### src/rtl/pool_relu_mc_if.sv
// Streaming sample/result bundle for pool_relu_mc.
// master drives samples, slave returns pooled results.
interface pool_relu_mc_if #(
    parameter int In_d_W = 32
);
    logic                     iInValid;
    logic signed [In_d_W-1:0] iPoolData;
    logic                     iMode;
    logic                     oOutValid;
    logic signed [In_d_W-1:0] oOutData;
    logic                     oFrameDone;

    modport master (
        output iInValid, iPoolData, iMode,
        input  oOutValid, oOutData, oFrameDone
    );

    modport slave (
        input  iInValid, iPoolData, iMode,
        output oOutValid, oOutData, oFrameDone
    );
endinterface

### src/rtl/pool_relu_mc.sv
// Multi-channel 2x2/stride-2 max|avg pooling + ReLU, one-cycle latency.
// Optional POOL_RELU_CLAMP_EN bounds results to CLAMP_MAX.
module pool_relu_mc #(
    parameter int In_d_W    = 32,
    parameter int W         = 26,
    parameter int H         = 26,
    parameter int CH        = 1,
    parameter int CLAMP_MAX = 6
) (
    input logic           iClk,
    input logic           iRsn,
    pool_relu_mc_if.slave bus
);
    localparam int CW = (CH > 1) ? $clog2(CH) : 1;
    localparam int XW = (W > 1) ? $clog2(W) : 1;
    localparam int YW = (H > 1) ? $clog2(H) : 1;
    localparam int LD = (W / 2) * CH;
    localparam int LW = (LD > 1) ? $clog2(LD) : 1;
    localparam int HW = In_d_W + 1;
    localparam int VW = In_d_W + 2;
    localparam bit W_ODD = (W % 2) == 1;

    logic [CW-1:0] ch_q, ch_d;
    logic [XW-1:0] col_q, col_d;
    logic [YW-1:0] row_q, row_d;
    logic          mode_q, mode_d;
    logic          out_valid_q, out_valid_d;
    logic          frame_done_q, frame_done_d;
    logic signed [In_d_W-1:0] out_data_q, out_data_d;

    // Storage is never read before it is written, so it carries no reset.
    logic signed [In_d_W-1:0] pair_mem [CH];
    logic signed [HW-1:0]     lb_mem [LD];

    logic accept, first, cur_mode;
    logic ch_last, col_last, row_last;
    logic pair_we, lb_we, win_done;
    logic [LW-1:0] lb_idx;
    logic signed [In_d_W-1:0] din, pa, relu, res;
    logic signed [HW-1:0] h_max, h_sum, h, lb_rd, v_max;
    logic signed [VW-1:0] v_sum, v_avg, v;

    always_comb begin
        accept   = bus.iInValid & iRsn;
        din      = bus.iPoolData;
        ch_last  = ch_q == CW'(CH - 1);
        col_last = col_q == XW'(W - 1);
        row_last = row_q == YW'(H - 1);
        first    = (ch_q == '0) && (col_q == '0) && (row_q == '0);
        cur_mode = first ? bus.iMode : mode_q;
        pair_we  = accept && !col_q[0] && !(W_ODD && col_last);
        lb_we    = accept && col_q[0] && !row_q[0];
        win_done = accept && col_q[0] && row_q[0];
        lb_idx   = LW'((int'(col_q) >> 1) * CH + int'(ch_q));
    end

    always_comb begin
        pa    = pair_mem[ch_q];
        lb_rd = lb_mem[lb_idx];
        h_sum = {pa[In_d_W-1], pa} + {din[In_d_W-1], din};
        h_max = (pa > din) ? {pa[In_d_W-1], pa}
                           : {din[In_d_W-1], din};
        h     = cur_mode ? h_sum : h_max;
        v_max = (lb_rd > h) ? lb_rd : h;
        v_sum = {lb_rd[HW-1], lb_rd} + {h[HW-1], h};
        // Arithmetic shift floors toward -inf for the average.
        v_avg = v_sum >>> 2;
        v     = cur_mode ? v_avg : {v_max[HW-1], v_max};
        relu  = (v < 0) ? '0 : v[In_d_W-1:0];
`ifdef POOL_RELU_CLAMP_EN
        res = (relu > In_d_W'(CLAMP_MAX)) ? In_d_W'(CLAMP_MAX) : relu;
`else
        res = relu;
`endif
    end

    always_comb begin
        ch_d         = ch_q;
        col_d        = col_q;
        row_d        = row_q;
        mode_d       = mode_q;
        out_valid_d  = win_done;
        out_data_d   = win_done ? res : out_data_q;
        frame_done_d = accept && ch_last && col_last && row_last;
        if (accept) begin
            ch_d = ch_last ? '0 : ch_q + CW'(1);
            if (first)
                mode_d = bus.iMode;
            if (ch_last) begin
                col_d = col_last ? '0 : col_q + XW'(1);
                if (col_last)
                    row_d = row_last ? '0 : row_q + YW'(1);
            end
        end
    end

    always_ff @(posedge iClk) begin
        if (!iRsn) begin
            ch_q         <= '0;
            col_q        <= '0;
            row_q        <= '0;
            mode_q       <= 1'b0;
            out_valid_q  <= 1'b0;
            out_data_q   <= '0;
            frame_done_q <= 1'b0;
        end else begin
            ch_q         <= ch_d;
            col_q        <= col_d;
            row_q        <= row_d;
            mode_q       <= mode_d;
            out_valid_q  <= out_valid_d;
            out_data_q   <= out_data_d;
            frame_done_q <= frame_done_d;
        end
    end

    always_ff @(posedge iClk) begin
        if (pair_we)
            pair_mem[ch_q] <= din;
        if (lb_we)
            lb_mem[lb_idx] <= h;
    end

    assign bus.oOutValid  = out_valid_q;
    assign bus.oOutData   = out_data_q;
    assign bus.oFrameDone = frame_done_q;
endmodule

### src/flat_wrapper.sv
// flat-port wrapper written by rule: the top's interface ports become plain ports
module pool_relu_mc_flat 
#(
    parameter int In_d_W    = 32,
    parameter int W         = 26,
    parameter int H         = 26,
    parameter int CH        = 1,
    parameter int CLAMP_MAX = 6
)
  (iClk, iRsn, bus_iInValid, bus_iPoolData, bus_iMode, bus_oOutValid, bus_oOutData, bus_oFrameDone);
  pool_relu_mc_if #(.In_d_W(In_d_W)) bus_i ();
  input logic iClk;
  input logic iRsn;
  input wire logic [$bits(bus_i.iInValid)-1:0] bus_iInValid;
  input wire logic [$bits(bus_i.iPoolData)-1:0] bus_iPoolData;
  input wire logic [$bits(bus_i.iMode)-1:0] bus_iMode;
  output wire logic [$bits(bus_i.oOutValid)-1:0] bus_oOutValid;
  output wire logic [$bits(bus_i.oOutData)-1:0] bus_oOutData;
  output wire logic [$bits(bus_i.oFrameDone)-1:0] bus_oFrameDone;
  assign bus_i.iInValid = bus_iInValid;
  assign bus_i.iPoolData = bus_iPoolData;
  assign bus_i.iMode = bus_iMode;
  assign bus_oOutValid = bus_i.oOutValid;
  assign bus_oOutData = bus_i.oOutData;
  assign bus_oFrameDone = bus_i.oFrameDone;
  pool_relu_mc #(.In_d_W(In_d_W), .W(W), .H(H), .CH(CH), .CLAMP_MAX(CLAMP_MAX)) u_core (.iClk(iClk), .iRsn(iRsn), .bus(bus_i));
endmodule
### config.mk
export PLATFORM = sky130hd
export DESIGN_NAME = pool_relu_mc_flat
export DESIGN_NICKNAME = d
export VERILOG_FILES = /design/src/rtl/pool_relu_mc_if.sv /design/src/rtl/pool_relu_mc.sv /design/src/flat_wrapper.sv
export SDC_FILE = /design/constraint.sdc
export NUM_CORES = 1
export LEC_CHECK = 0
export ABC_AREA = 1
export ABC_CLOCK_PERIOD_IN_PS = 6800
export BUFFER_PORTS_ARGS = -buffer_cell sky130_fd_sc_hd__buf_4
export CAP_MARGIN = 5
export CORE_MARGIN = 2
export CORE_UTILIZATION = 40
export CTS_CLUSTER_SIZE = 20
export DETAILED_ROUTE_END_ITERATION = 12
export PLACE_DENSITY = 0.53
export SETUP_SLACK_MARGIN = 0.5
export SYNTH_ARGS = -nofsm -noshare
export SYNTH_HDL_FRONTEND = slang
export SYNTH_SLANG_ARGS = --single-unit
### constraint.sdc
create_clock -name iClk -period 6.8 [get_ports iClk]
set_clock_uncertainty 0.2 [all_clocks]
set_input_delay 1.7 -clock iClk [delete_from_list [all_inputs] [get_ports iClk]]
set_output_delay 1.7 -clock iClk [all_outputs]
set_load 0.05 [all_outputs]
=== Yosys cells after proc, flatten, opt, wreduce, memory -nomap -nowiden ===
Memory sizes are Yosys's and may differ from the RTL's.
Index checks and enable logic that the tools add are counted.

* Register bits: 46
* Memory bits (writable): 461
* Bits of input ports: 36
* Output and inout bits: 34
* Word-level logic and storage cells: 50
* Memories kept: 2

* Add/subtract/negate cells: 6
* Order comparisons: 3
* Equality and inequality tests: 2
* Mux-type cells: 13
* Bitwise operators: 2
* Reduce and logical (&&, ||, !) cells: 15

{| class="wikitable"
|+ Memories
! memory !! words !! width !! rd ports !! clocked after Yosys merged registers in !! wr ports !! line !! source
|-
| u_core.lb_mem || 13 || 33 || 1 || 0 || 1 || pool_relu_mc.sv:33 || <nowiki>logic signed [HW-1:0] lb_mem [LD];</nowiki>
|-
| u_core.pair_mem || 1 || 32 || 1 || 0 || 1 || pool_relu_mc.sv:32 || <nowiki>logic signed [In_d_W-1:0] pair_mem [CH];</nowiki>
|}

{| class="wikitable"
|+ Operator list
! kind !! number
|-
| two-way mux 33 bit || 3
|-
| adder 33 x 33 -> 34 bit || 1
|-
| < comparator 34 x 1 -> 1 bit, second input constant || 1
|-
| two-way mux 34 bit || 1
|-
| adder 32 x 32 -> 33 bit || 1
|-
| greater-than comparator 33 bit || 1
|-
| greater-than comparator 32 bit || 1
|-
| two-way mux 32 bit || 1
|-
| adder 5 x 1 -> 5 bit, second input constant || 2
|-
| equality test 5 bit, second input constant || 2
|-
| logical NOT 5 bit || 2
|-
| two-way mux 5 bit || 2
|-
| logical AND 1 bit || 9
|-
| two-way mux 1 bit || 6
|-
| adder 4 x 1 -> 4 bit || 1
|-
| AND reduction 3 bit || 1
|-
| logical NOT 1 bit || 2
|-
| AND reduction 2 bit || 1
|-
| adder 1 bit, second input constant || 1
|-
| bitwise AND 1 bit || 1
|-
| inverter 1 bit || 1
|}

=== Longest topological paths before layout ===
* Depth after elaboration: 10
* Depth in mapped cells: 41
* Gate-level depth less buffers: 38

=== Least setup slack after synthesis ===
Ideal clock, no wire load.

* Kind: input to register
* Start: input bus_iPoolData[31]
* End: register u_core.out_data_q[23], in the netlist u_core.bus.oOutData[23]
* Setup time: 0.133 ns
* Arrival time: 5.539 ns
* Required time: 6.467 ns
* Slack: 0.928 ns
* Cell stages on the path: 33
* Buffers on the path: 1
* Cell sequence: inv_1 -> ha_1 -> nand2_1 -> nor2_2 -> nand2_1 -> nor2_1 -> nand2_1 -> nand3b_1 -> nor2_1 -> nand2_1 -> nand2_2 -> nand3_4 -> buf_4 -> nand2_1 -> nand3_1 -> o21ai_0 -> inv_1 -> ha_1 -> inv_1 -> nand2_1 -> nand2_1 -> a21oi_1 -> o21ai_0 -> nand2_1 -> nand2_1 -> nand2_1 -> o21bai_1 -> a21boi_0 -> or2_2 -> nand3_1 -> nand2_1 -> nand3_2 -> a21oi_2

* Word-level cells in the longest chain between the ends: 8
* Elaborated cells on any way between the ends: 10
* Those cells by class: add/sub (2); order compare (3); mux (5)

{| class="wikitable"
|+ RTL lines
! what !! line !! source
|-
| from (decl) || flat_wrapper.sv:15 || <nowiki>input wire logic [$bits(bus_i.iPoolData)-1:0] bus_iPoolData;</nowiki>
|-
| greater-than comparator 32 bit (*) || pool_relu_mc.sv:61 || <nowiki>h_max = (pa > din) ? {pa[In_d_W-1], pa}</nowiki>
|-
| two-way mux 33 bit (*) || pool_relu_mc.sv:61 ||
|-
| two-way mux 33 bit (*) || pool_relu_mc.sv:63 || <nowiki>h = cur_mode ? h_sum : h_max;</nowiki>
|-
| net u_core.h[1] || pool_relu_mc.sv:40 || <nowiki>logic signed [HW-1:0] h_max, h_sum, h, lb_rd, v_max;</nowiki>
|-
| greater-than comparator 33 bit || pool_relu_mc.sv:64 || <nowiki>v_max = (lb_rd > h) ? lb_rd : h;</nowiki>
|-
| two-way mux 33 bit || pool_relu_mc.sv:64 ||
|-
| two-way mux 34 bit (*) || pool_relu_mc.sv:68 || <nowiki>v = cur_mode ? v_avg : {v_max[HW-1], v_max};</nowiki>
|-
| < comparator 34 x 1 -> 1 bit || pool_relu_mc.sv:69 || <nowiki>relu = (v < 0) ? '0 : v[In_d_W-1:0];</nowiki>
|-
| two-way mux 32 bit (*) || pool_relu_mc.sv:69 ||
|-
| to (signal assigned) || pool_relu_mc.sv:112 || <nowiki>out_data_q <= out_data_d;</nowiki>
|-
| to (decl) || pool_relu_mc.sv:29 || <nowiki>logic signed [In_d_W-1:0] out_data_q, out_data_d;</nowiki>
|}

The timed path passes the listed nets; every way through them passes the cells marked *.
A chain may end at the register's enable or synchronous reset.

=== Worst setup path after layout ===
* Start: input bus_iPoolData[13]
* End: register u_core.out_data_q[14], in the netlist u_core.bus.oOutData[14]

* Word-level cells in the longest chain between the ends: 8
* Elaborated cells on any way between the ends: 10
* Those cells by class: add/sub (2); order compare (3); mux (5)

{| class="wikitable"
|+ RTL lines
! what !! line
|-
| greater-than comparator 32 bit || pool_relu_mc.sv:61
|-
| two-way mux 33 bit || pool_relu_mc.sv:61
|-
| two-way mux 33 bit (*) || pool_relu_mc.sv:63
|-
| net u_core.h[18] || pool_relu_mc.sv:40
|-
| greater-than comparator 33 bit || pool_relu_mc.sv:64
|-
| two-way mux 33 bit || pool_relu_mc.sv:64
|-
| two-way mux 34 bit (*) || pool_relu_mc.sv:68
|-
| < comparator 34 x 1 -> 1 bit || pool_relu_mc.sv:69
|-
| two-way mux 32 bit (*) || pool_relu_mc.sv:69
|}

Marks and branches as above.

==> results_dict.tcl <==
set metrics [dict create \
    hpwl_um 56900 \
    synthesis.area_per_instance_um2 10.1 \
    status "complete, no violations" \
    fmax_mhz 164 \
    yosys_warnings 0 \
    die_h_um 259 \
    crit_fanout 35 \
    drv_cap 0 \
    grt-ovfl-total 0 \
    maxSlewViolCount 0 \
    drt-initial-drc-count 1783 \
    grt_max_degree 59 \
    cts_tree "built" \
    clkTransAtPathRegs_ns 0.06 \
    die_w_um 259 \
    layout.nets 2899 \
    post-cts-setup-buffer-count 0 \
    period_minus_slack_ns 6.09 \
    seq_power_share_pct 42.7 \
    antennaDiodeCount 0 \
    routed_wl_um 82400 \
    timing_hold_violations_final 0 \
    maxSlewHeadroom_pct 21.1 \
    gp_congestion 0.997 \
    worstSetupEndpointType "register" \
    final_cells 3626 \
    cts_root_buf "clkbuf_16" \
    start_util_pct 40.4 \
    power_frac_comb_pct 21.2 \
    leakage_nw 11.6 \
    cts_buffer_depth 3 \
    syn-cell-area_mm2 0.0259 \
    io_buffers 69 \
    syn_to_final_growth_pct 15.8 \
    h-tree-depth 2 \
    drive_above_1_share_pct 13.7 \
    rows 93 \
    worst_pin_slew_ns 1.18 \
    wire_per_inst_um 22.7 \
    viasPerCell 5.58 \
    vias 20217 \
    register_area_mm2 0.0147 \
    internal-power_mw 5.85 \
    numClockSinks 506 \
    io_pins 70 \
    grt_setup_unrepaired "true" \
    cp.arrival_ns 6.36 \
    synthDistinctLibCells 55 \
    final_common_cell "edfxtp_1" \
    worstSetupPathType "in -> reg" \
    antenna_found_initial 0 \
    p_sw_share_pct 29.7 \
    drtPass1Iterations 7 \
    fin_setup_tns_ns 0 \
    synth_cells 2576 \
    final_cell_mix "edfxtp_1 (461), nand2_1 (377), inv_1 (293)" \
    ys_seq_area_share_pct 56.9 \
    grt_pass1_vias 19872 \
    multi_input_area_mm2 0.00969 \
    start_kind "input port" \
    vdd_drop_max_uv 184 \
    setup_viol_count_final 0 \
    ys_ff_latch 506 \
    placeableCoreArea_mm2 0.0642 \
    worstReg2RegStart "u_core.col_q[2]" \
    drtAntennaViolNets 0 \
    startpoint "bus_iPoolData[13]" \
    p_sw_mw 2.47 \
    synth_edf_count 461 \
    worstHoldStart "u_core.bus.oOutData[17]" \
    min_path_type "reg -> reg" \
    placedCellCount 3525 \
    grt_pass1_wl_um 123000 \
    finalCritPeriodShare_pct 89.6 \
    synth_ff_type "edfxtp_1" \
    synth_fp_nets 2749 \
    pwr-share-clk_pct 36.1 \
    drcViolationCount 0 \
    die_area_mm2 0.0669 \
    grtUsageTotal_pct 24.3 \
    clock_latency_ns 0.61 \
    cts_buffers 54 \
    pwr_density_cell_mw_per_mm2 277 \
    cp.required_ns 7.07 \
    ys_async_sr_fraction_pct 0 \
    fill_cells 6053 \
]
critical path, stage by stage:
cell,delay [ns]
buf_4,0.12
inv_1,0.06
ha_1,0.35
inv_1,0.12
nand2_1,0.07
o21ai_0,0.70
a21oi_1,0.26
a21boi_0,0.22
or2_2,0.32
nand3_1,0.10
nand2_1,0.13
inv_1,0.09
ha_1,0.25
a21oi_1,0.17
o21ai_0,0.10
nand2_1,0.08
nand3_1,0.14
a21oi_1,0.22
nand4_1,0.20
nand3_4,0.19
buf_12,0.20
nand3_1,0.22
nand2_1,0.12
nand2_1,0.06
nand3_2,0.06
a21oi_1,0.07
worst paths after layout:
path                                  end  slack (ns)  depth (start not counted)
setup / recovery  u_core.bus.oOutData[14]        0.71                         26
hold / removal    u_core.bus.oOutData[17]        0.26                          2
setup reg to reg  u_core.bus.oOutData[14]        1.53                         23
hold reg to reg   u_core.bus.oOutData[17]        0.26                          2
power groups by stage:
stage	logic [mW]	clock network [mW]	registers, mW
after floorplan	1.07	0	3.61
after global placement	1.72	0	3.61
after detailed placement	1.73	0	3.61
after CTS	1.74	3.06	3.55
after global routing	1.94	3.18	3.55
final	1.76	3.00	3.55
cells in the mapped netlist (all sizes together), types with 3 or more instances:
master	count	area, µm²
nor3	35	195
o211ai	4	30.0
nand2	388	1480
a22oi	10	75.1
dfxtp	45	901
buf	71	399
a31oi	3	18.8
ha	136	1700
nor4	3	33.8
or2	14	87.6
edfxtp	461	13800
nor2	234	888
o21ai	171	856
nand4	53	338
clkbuf	28	105
a21oi	182	945
nand3	168	1030
a21o	12	90.1
a21boi	6	45.1
o22ai	174	1090
o2111a	15	169
xor2	3	26.3
nand3b	3	22.5
o21bai	11	82.6
inv	302	1130
o31ai	13	97.6
o21a	18	135
area by class of cell:
| cell class | count | share of cell area [%] |
|---|---|---|
| Clock buffer | 65 | 4.67 |
| Clock inverter | 36 | 1.36 |
| Inverter | 304 | 3.80 |
| Multi-Input combinational cell | 1667 | 32.3 |
| Sequential cell | 506 | 49.1 |
| Tap cell | 855 | 3.56 |
| Timing Repair Buffer | 193 | 5.24 |
state kept, by name, summed over array words and instances, names as in the netlist:
name / cells
u_core.bus.oFrameDone: 1
u_core.bus.oOutData: 32
u_core.bus.oOutValid: 1
u_core.col_q: 5
u_core.lb_mem: 429
u_core.mode_q: 1
u_core.pair_mem: 32
u_core.row_q: 5
through the flow:
| step | hold slack (ns) | worst slack (ns) | cell area, µm² | total power [mW] | util [%] |
|---|---|---|---|---|---|
| floorplan | 0.282 | 0.928 | 25900 | 4.69 | - |
| global placement | 0.259 | 0.199 | 28200 | 5.33 | 43.9 |
| detailed placement | 0.261 | 0.114 | 28200 | 5.34 | 43.9 |
| CTS | 0.270 | 0.744 | 30000 | 8.34 | 46.7 |
| global route | 0.289 | 0.490 | 30000 | 8.67 | 46.8 |
| finish | 0.265 | 0.710 | 30000 | 8.32 | 46.8 |
kinds of logic (layout without fill, tap and decap cells):
family                   count (synthesis)  in the layout  synth area share [%]
buffers and inverters                  403            598                  6.35
adder cells (fa/ha/maj)                137            137                  6.64
AO/OA/AOI/OAI                          627            627                  14.3
AND/OR/NAND/NOR                        900            900                  15.8
XOR/XNOR                                 3              3                 0.101
flip-flops                             506            506                  56.9
what timing repair did:
item                       in CTS  in global routing
hold buffers                    0                  0
setup endpoints to repair       0                 31
gates resized for setup         0                  7
metal layers:
metal	GRT usage [%]	vias to the layer above	share of wire [%]
met3	2.97	144	5.1
met5	0	-	0
met2	40.9	643	48
met4	8.06	0	3.2
li1	-	9464	-
met1	32.7	9966	44
Note: power is estimated with default switching activity, not from simulation.
